**config.mk**
```make
export PLATFORM = sky130hd
export DESIGN_NAME = axi4_lite_cmd_sequencer
export DESIGN_NICKNAME = d
export VERILOG_FILES = /design/src/rtl/axi4_lite_cmd_sequencer.sv
export SDC_FILE = /design/constraint.sdc
export NUM_CORES = 1
export LEC_CHECK = 0
export ABC_AREA = 1
export CELL_PAD_IN_SITES_DETAIL_PLACEMENT = 1
export CELL_PAD_IN_SITES_GLOBAL_PLACEMENT = 2
export CORE_UTILIZATION = 37
export CTS_BUF_LIST = sky130_fd_sc_hd__clkbuf_16
export CTS_CLUSTER_SIZE = 14
export DETAILED_ROUTE_END_ITERATION = 8
export GPL_ROUTABILITY_DRIVEN = 1
export HOLD_SLACK_MARGIN = 0.1
export PLACE_DENSITY = 0.78
export SLEW_MARGIN = 20
export SYNTH_ARGS = -nofsm -noshare
export SYNTH_HDL_FRONTEND = slang
export SYNTH_SLANG_ARGS = --single-unit
```
**constraint.sdc**
```tcl
create_clock -name ACLK -period 3.9 [get_ports ACLK]
set_input_delay 0.585 -clock ACLK [delete_from_list [all_inputs] [get_ports ACLK]]
set_output_delay 0.585 -clock ACLK [all_outputs]
set_load 0.03 [all_outputs]
```
**src/rtl/axi4_lite_cmd_sequencer.sv**
```systemverilog
// Command-queue front end for the AXI4-Lite master request port: buffers producer
// commands, issues them one at a time, and streams read data back through a FIFO.

module axi4_lite_cmd_sequencer_fifo #(
    parameter int W     = 8,
    parameter int DEPTH = 4
) (
    input  logic                     clk_i,
    input  logic                     rst_ni,
    input  logic                     push_i,
    input  logic                     pop_i,
    input  logic [W-1:0]             data_i,
    output logic [W-1:0]             data_o,
    output logic [$clog2(DEPTH):0]   count_o
);
    localparam int AW = $clog2(DEPTH);

    logic [W-1:0] mem_q [DEPTH];
    logic [AW:0]  wptr_q;
    logic [AW:0]  rptr_q;

    // Pointers carry one extra wrap bit so full and empty stay distinguishable.
    always_ff @(posedge clk_i) begin
        if (!rst_ni) begin
            wptr_q <= '0;
            rptr_q <= '0;
        end else begin
            if (push_i) wptr_q <= wptr_q + 1'b1;
            if (pop_i)  rptr_q <= rptr_q + 1'b1;
        end
    end

    always_ff @(posedge clk_i) begin
        if (push_i) mem_q[wptr_q[AW-1:0]] <= data_i;
    end

    assign data_o  = mem_q[rptr_q[AW-1:0]];
    assign count_o = wptr_q - rptr_q;
endmodule

module axi4_lite_cmd_sequencer #(
    parameter int ADDR_W    = 4,
    parameter int DATA_W    = 32,
    parameter int CMD_DEPTH = 4,
    parameter int RSP_DEPTH = 4
) (
    input  logic                         ACLK,
    input  logic                         ARESETn,
    input  logic                         cmd_valid,
    output logic                         cmd_ready,
    input  logic                         cmd_write,
    input  logic [ADDR_W-1:0]            cmd_addr,
    input  logic [DATA_W-1:0]            cmd_wdata,
    output logic                         rsp_valid,
    input  logic                         rsp_ready,
    output logic [DATA_W-1:0]            rsp_rdata,
    output logic [ADDR_W-1:0]            addr,
    output logic                         write,
    output logic [DATA_W-1:0]            wdata,
    output logic                         transfer,
    input  logic                         ready,
    input  logic [DATA_W-1:0]            rdata,
    output logic                         busy,
    output logic [$clog2(CMD_DEPTH):0]   cmd_count
);
    localparam int CW = $clog2(CMD_DEPTH) + 1;
    localparam int RW = $clog2(RSP_DEPTH) + 1;
    localparam int FW = 1 + ADDR_W + DATA_W;
    localparam logic [CW-1:0] CMD_FULL = CW'(CMD_DEPTH);
    localparam logic [RW-1:0] RSP_FULL = RW'(RSP_DEPTH);

    typedef enum logic [1:0] {IDLE, ISSUE, WAIT} state_e;

    state_e state_q, state_d;
    logic [ADDR_W-1:0] addr_q, addr_d;
    logic [DATA_W-1:0] wdata_q, wdata_d;
    logic              write_q, write_d;
    logic              transfer_q, transfer_d;

    logic          cmd_push, cmd_pop, cmd_empty;
    logic [FW-1:0] cmd_head;
    logic          rsp_push, rsp_pop;
    logic [RW-1:0] rsp_count;

    assign cmd_ready = (cmd_count != CMD_FULL);
    assign cmd_empty = (cmd_count == '0);
    assign cmd_push  = cmd_valid && cmd_ready;

    assign rsp_valid = (rsp_count != '0);
    assign rsp_pop   = rsp_valid && rsp_ready;
    assign rsp_push  = (state_q == WAIT) && ready && !write_q;

    axi4_lite_cmd_sequencer_fifo #(.W(FW), .DEPTH(CMD_DEPTH)) u_cmd_fifo (
        .clk_i   (ACLK),
        .rst_ni  (ARESETn),
        .push_i  (cmd_push),
        .pop_i   (cmd_pop),
        .data_i  ({cmd_write, cmd_addr, cmd_wdata}),
        .data_o  (cmd_head),
        .count_o (cmd_count)
    );

    axi4_lite_cmd_sequencer_fifo #(.W(DATA_W), .DEPTH(RSP_DEPTH)) u_rsp_fifo (
        .clk_i   (ACLK),
        .rst_ni  (ARESETn),
        .push_i  (rsp_push),
        .pop_i   (rsp_pop),
        .data_i  (rdata),
        .data_o  (rsp_rdata),
        .count_o (rsp_count)
    );

    always_ff @(posedge ACLK) begin
        if (!ARESETn) begin
            state_q    <= IDLE;
            addr_q     <= '0;
            write_q    <= 1'b0;
            wdata_q    <= '0;
            transfer_q <= 1'b0;
        end else begin
            state_q    <= state_d;
            addr_q     <= addr_d;
            write_q    <= write_d;
            wdata_q    <= wdata_d;
            transfer_q <= transfer_d;
        end
    end

    // A read is only launched when its response is guaranteed a slot.
    always_comb begin
        state_d    = state_q;
        addr_d     = addr_q;
        write_d    = write_q;
        wdata_d    = wdata_q;
        transfer_d = 1'b0;
        cmd_pop    = 1'b0;
        case (state_q)
            IDLE: begin
                if (!cmd_empty && (cmd_head[FW-1] || rsp_count < RSP_FULL)) begin
                    state_d    = ISSUE;
                    cmd_pop    = 1'b1;
                    write_d    = cmd_head[FW-1];
                    addr_d     = cmd_head[FW-2 -: ADDR_W];
                    wdata_d    = cmd_head[DATA_W-1:0];
                    transfer_d = 1'b1;
                end
            end
            ISSUE: state_d = WAIT;
            WAIT: begin
                if (ready) state_d = IDLE;
            end
            default: state_d = IDLE;
        endcase
    end

    assign addr     = addr_q;
    assign write    = write_q;
    assign wdata    = wdata_q;
    assign transfer = transfer_q;
    assign busy     = (state_q != IDLE) || !cmd_empty;
endmodule

```
======== After elaboration in Yosys (flattened, before gate mapping) ========
Memory sizes are Yosys's and may differ from the RTL's. A register that Yosys moved wholly into a read port is not among the register bits.
Cells that the tools add are included.
word-level totals
  flip-flop bits (word level) ............. 52
  memory bits (writable) .................. 276
  output and inout bits ................... 76
  word-level logic and storage cells ...... 51
  memories ................................ 2
memory list
  memory            words  bits a word  read ports  clocked after Yosys merged registers in  wr ports  RTL line  RTL
  u_cmd_fifo.mem_q  4      37           1           1                                        1         18        logic [W-1:0] mem_q [DEPTH];
  u_rsp_fifo.mem_q  4      32           1           1                                        1         18
cells by class
  add/sub/neg operators ................... 6
  $lt $le $gt $ge ......................... 1
  equal/unequal tests ..................... 5
  multiplexer cells ....................... 13
  reduce and logical (&&, ||, !) cells .... 15
operators by type and width
  cell                                                              count
  3-bit by 1-bit adder with 3-bit output (second input constant)    4
  2-bit two-way mux                                                 6
  1-bit two-way mux                                                 6
  2-bit one-hot mux with 3 select lines                             1
  3-bit subtractor                                                  2
  1-bit logical AND                                                 5
  2-bit != test (second input constant)                             2
  2-bit AND reduction                                               2
  3-bit zero test                                                   1
  3-bit < comparator (second input constant)                        1
  3-bit != test (second input constant)                             1
  3-bit nonzero test                                                1
  2-bit by 1-bit == test with 1-bit output (second input constant)  1
  2-bit == test (second input constant)                             1
  1-bit zero test                                                   2
  2-bit zero test                                                   1
  1-bit logical OR                                                  2
  2-bit nonzero test                                                1

======== Logic depth before layout (Yosys ltp) ========
  depth after elaboration ................. 8
  mapped depth ............................ 14
  gate-level depth less buffers ........... 12

======== Modules after synthesis ========
A second synthesis with hierarchy kept.
second synthesis, totals
  cell total of the unflattened synthesis .. 1467
  area total of the unflattened synthesis .. 14288.7 um2
modules (own cells, without submodules)
  module                                     times used  cells each  area each (um2)  seq. area each (um2)
  axi4_lite_cmd_sequencer_fifo (u_cmd_fifo)  1           641         6667.6           4604.4
  axi4_lite_cmd_sequencer_fifo (u_rsp_fifo)  1           563         5844.4           4003.8
  axi4_lite_cmd_sequencer                    1           263         1776.7           800.8

======== Worst setup path after synthesis ========
No wires, ideal clock.
  path kind ............................... reg2reg
  start ................................... register u_cmd_fifo.wptr_q[0]
  end ..................................... memory u_cmd_fifo.mem_q[0][0] (netlist name) (enable)
  library setup time ...................... 0.431 ns
  arrival time ............................ 3.505 ns
  required time ........................... 3.469 ns
  setup slack ............................. -0.036 ns
  cell stages (with the launch flop) ...... 9
  path buffers ............................ 0
  path through ............................ dfxtp_1 > inv_1 > ha_1 > fa_1 > nand3_1 > nand2_1 > nand2_1 > nand2_1 > nor2_1
on the way
  longest elaborated chain between the ends .. 5
RTL lines
  element                                  RTL line  RTL
  start: declaration                       19        logic [AW:0] wptr_q;
  start signal: assignment                 28        if (push_i) wptr_q <= wptr_q + 1'b1;
  3-bit subtractor                         38        assign count_o = wptr_q - rptr_q;
  via cmd_count[2]                         64        output logic [$clog2(CMD_DEPTH):0] cmd_count
  3-bit != test                            85        assign cmd_ready = (cmd_count != CMD_FULL);
  via cmd_ready                            50        output logic cmd_ready,
  1-bit logical AND                        87        assign cmd_push = cmd_valid && cmd_ready;
  1-bit two-way mux                        34        if (push_i) mem_q[wptr_q[AW-1:0]] <= data_i;
  1-bit two-way mux (implied by the code)  34
  end: declaration                         18
The timed path passes the listed nets, and every way through them passes these cells.

==> results.cfg <==
[critical_path]
critPathRequiredTime_ns = 3.31
path_cells = clkinv_1 -> buf_4 -> o21ai_0 -> o22ai_1 -> clkdlybuf4s50_1
end_kind = output pin
worstRegToRegCells = 9
cpPeakStageDelay_ns = 0.70
cp_max_fo = 64
crit_path_start_kind = flip-flop
cp.arrival_ns = 2.78
worst-setup-path-type = reg -> out
crit_path_top_delay_cell = clkdlybuf4s50_1

[placement]
dp.cells = 1837
portBuffers = 149
preCtsSetupSlack_ns = 1.025
dpl.hpwl_um = 19470
gp_congestion = 0.7308
place_area_um2 = 15570

[global_route]
gr-total-overflow = 0
grt_pass1_vias = 9524
grt_pass1_wl_um = 51540
gr-usage-met1_pct = 22.00
antenna_found_initial = 3
grt-busiest-layer = met2
use_met3_pct = 2.929
grt_max_degree = 65
track_usage_pct = 17.47
met2_usage_pct = 30.73

[drt]
vias_per_cell = 4.821
post-route-drc-count = 0
antenna_left = 0
drt-wirelength-per-cell_um = 17.24
first_pass_iters = 6
drtIter0Drc = 406
vias = 9204
wl_um = 32920

[clock_tree]
post-cts-setup-buffers = 0
cts_htree_levels = 2
cts-root-buf = clkbuf_16
cts_buffers = 38
cts_tree = built
ctsResizeCount = 0
clk_latency_ns = 0.52
cts_hold_buf = 0
clockBufferDepth = 3
clk_pin_slew_ns = 0.05
cts.sinks = 332

[synthesis]
ys_seq_elements = 332
syn_area_per_cell_um2 = 10.68
ys.flop_type = edfxtp_1
synthesis.nets = 1359
synthTopCellsByArea = edfxtp_1, dfxtp_1, nand2_1
synth.most_common_cell = edfxtp_1
yosysTopAreaCell = edfxtp_1
synth_cell_type_count = 29
synth_top_area_share_pct = 61.03
ys_seq_area_share_pct = 69.29
synth.top_cells.by_count = edfxtp_1, nand2_1, inv_1
async_reset_ff_share_pct = 0
synth-edff-count = 276
synth_area_um2 = 13580
synth_warnings = 0
synthCells = 1271

[sta]
period_share_pct = 86.28
post-route-min-period_ns = 3.365
worst_slack_ns = 0.5351
slew_headroom_pct = 31.26
worst_pin_slew_ns = 1.031
skew_ns = 0.01235
fmax_mhz = 297.2
hold_violations = 0
drv_slew = 0
setup_viol = 0
rsz0062_at_grt = false

[run_status]
status = completed

[power_and_ir_drop]
internal-power_w = 0.008296
power_frac_comb_pct = 38.8
power.total_w = 0.01341
power.density_nw_per_um2 = 794.6
p_sw_w = 0.005113
ir_drop_mv = 0.3838
clkPwrFrac_pct = 27.0
cellLeakagePower_nw = 6.844
swShare_pct = 38.13
share_seq_of_total_power_pct = 34.2

[cells_and_area]
nets = 1504
drive_gt1_share_pct = 7.676
areaGrowthSynthToFinish_pct = 24.27
final_cells = 1909
finalInstanceArea_um2 = 16870

[die]
die_h_um = 193.6
core.rowCount = 69
io_pins = 150
dieArea_um2 = 37470
initial_utilization_pct = 37.90
coreArea_um2 = 35830
die_w_um = 193.6

[flow_run]
maxCapViolCount = 0

[worst_hold_path]
hp-class = reg -> reg
min_path_cells = 2
==> metal layers <==
layer	wire (um)	part of all wire [%]
met3	1409	4.3
met5	13	0.039
met2	16390	50
met1	14450	44
met4	665	2.0
==> layout make-up <==
cell class                      instances  area, um2
Inverter                              213      799.5
Multi-Input combinational cell        663       3157
Clock buffer                           39      975.9
Tap cell                              461      576.8
Timing Repair Buffer                  168       1629
Sequential cell                       332       9413
Antenna cell                            2      5.005
Fill cell                            3908      18950
Clock inverter                         31      319.1
==> power groups by stage <==
stage	clock network (W)	logic (W)	registers [W]
2_1_floorplan	0	0.00322	0.00484
4_1_cts	0.00372	0.00532	0.00460
3_5_place_dp	0	0.00528	0.00466
5_1_grt	0.00385	0.00573	0.00463
6_report	0.00362	0.00520	0.00459
3_3_place_gp	0	0.00519	0.00465
==> cells in the final DEF, fill, tap and decap left out, types with 2 or more instances in the layout <==
cell type / Yosys / layout
edfxtp_1: 276 / 276
nand2_1: 249 / 249
inv_1: 208 / 212
clkdlybuf4s50_1: 0 / 148
nor2_1: 145 / 136
nand3_1: 79 / 79
o21ai_0: 69 / 69
dfxtp_1: 56 / 53
nand4_1: 42 / 42
clkbuf_16: 0 / 39
o22ai_1: 32 / 32
buf_4: 2 / 19
nor2_2: 14 / 14
ha_1: 13 / 13
clkinv_1: 1 / 10
a21oi_1: 9 / 9
nor2_4: 0 / 9
clkinv_2: 0 / 7
bufinv_16: 0 / 6
inv_2: 4 / 4
xor2_1: 3 / 3
dfxtp_2: 0 / 3
clkinvlp_4: 0 / 3
diode_2: 0 / 2
clkinv_8: 0 / 2
==> state kept, by name, summed over array words and instances, names as in the netlist, 3 cells and up, named ones only <==
register           flops
u_cmd_fifo.rptr_q      3
u_rsp_fifo.mem_q     128
u_cmd_fifo.mem_q     148
addr                   4
u_rsp_fifo.rptr_q      3
wdata                 32
u_cmd_fifo.wptr_q      3
u_rsp_fifo.wptr_q      3
==> worst max-delay path, delay by kind of cell (launching register included) <==
family / cells / cell delay, ns
buffers and inverters: 3 / 1.33
DFF: 1 / 0.49
AOI/OAI and AO/OA: 2 / 0.43
==> cell families (layout without fill, tap and decap cells) <==
kind of cell    count (synthesis)  count (layout)  share of synthesized area, %
simple gates                  535             535                         16.81
flops                         332             332                         69.29
buf+inv                       276             451                         7.961
compound gates                111             111                         4.404
fa+ha+maj                      14              14                         1.345
xor+xnor                        3               3                        0.1935
other cells                     0               2                             0
==> metrics by stage <==
stage          hold slack (ns)  util, %  setup TNS (ns)
2_1_floorplan           0.4552        -          -5.349
3_3_place_gp            0.4528    43.47               0
3_5_place_dp            0.4628    43.47               0
4_1_cts                 0.4756    47.09               0
5_1_grt                 0.4987    47.10               0
6_report                0.4657    47.10               0
==> worst paths after layout <==
kind                             end                  from  slack (ns)
max                     rsp_rdata[7]             flip-flop        0.54
min                         wdata[9]              wdata[9]        0.47
max reg2reg  u_cmd_fifo.mem_q[1][21]  u_cmd_fifo.wptr_q[0]        1.06
min reg2reg                 wdata[9]              wdata[9]        0.47
Power figures use the tool's default switching activity.
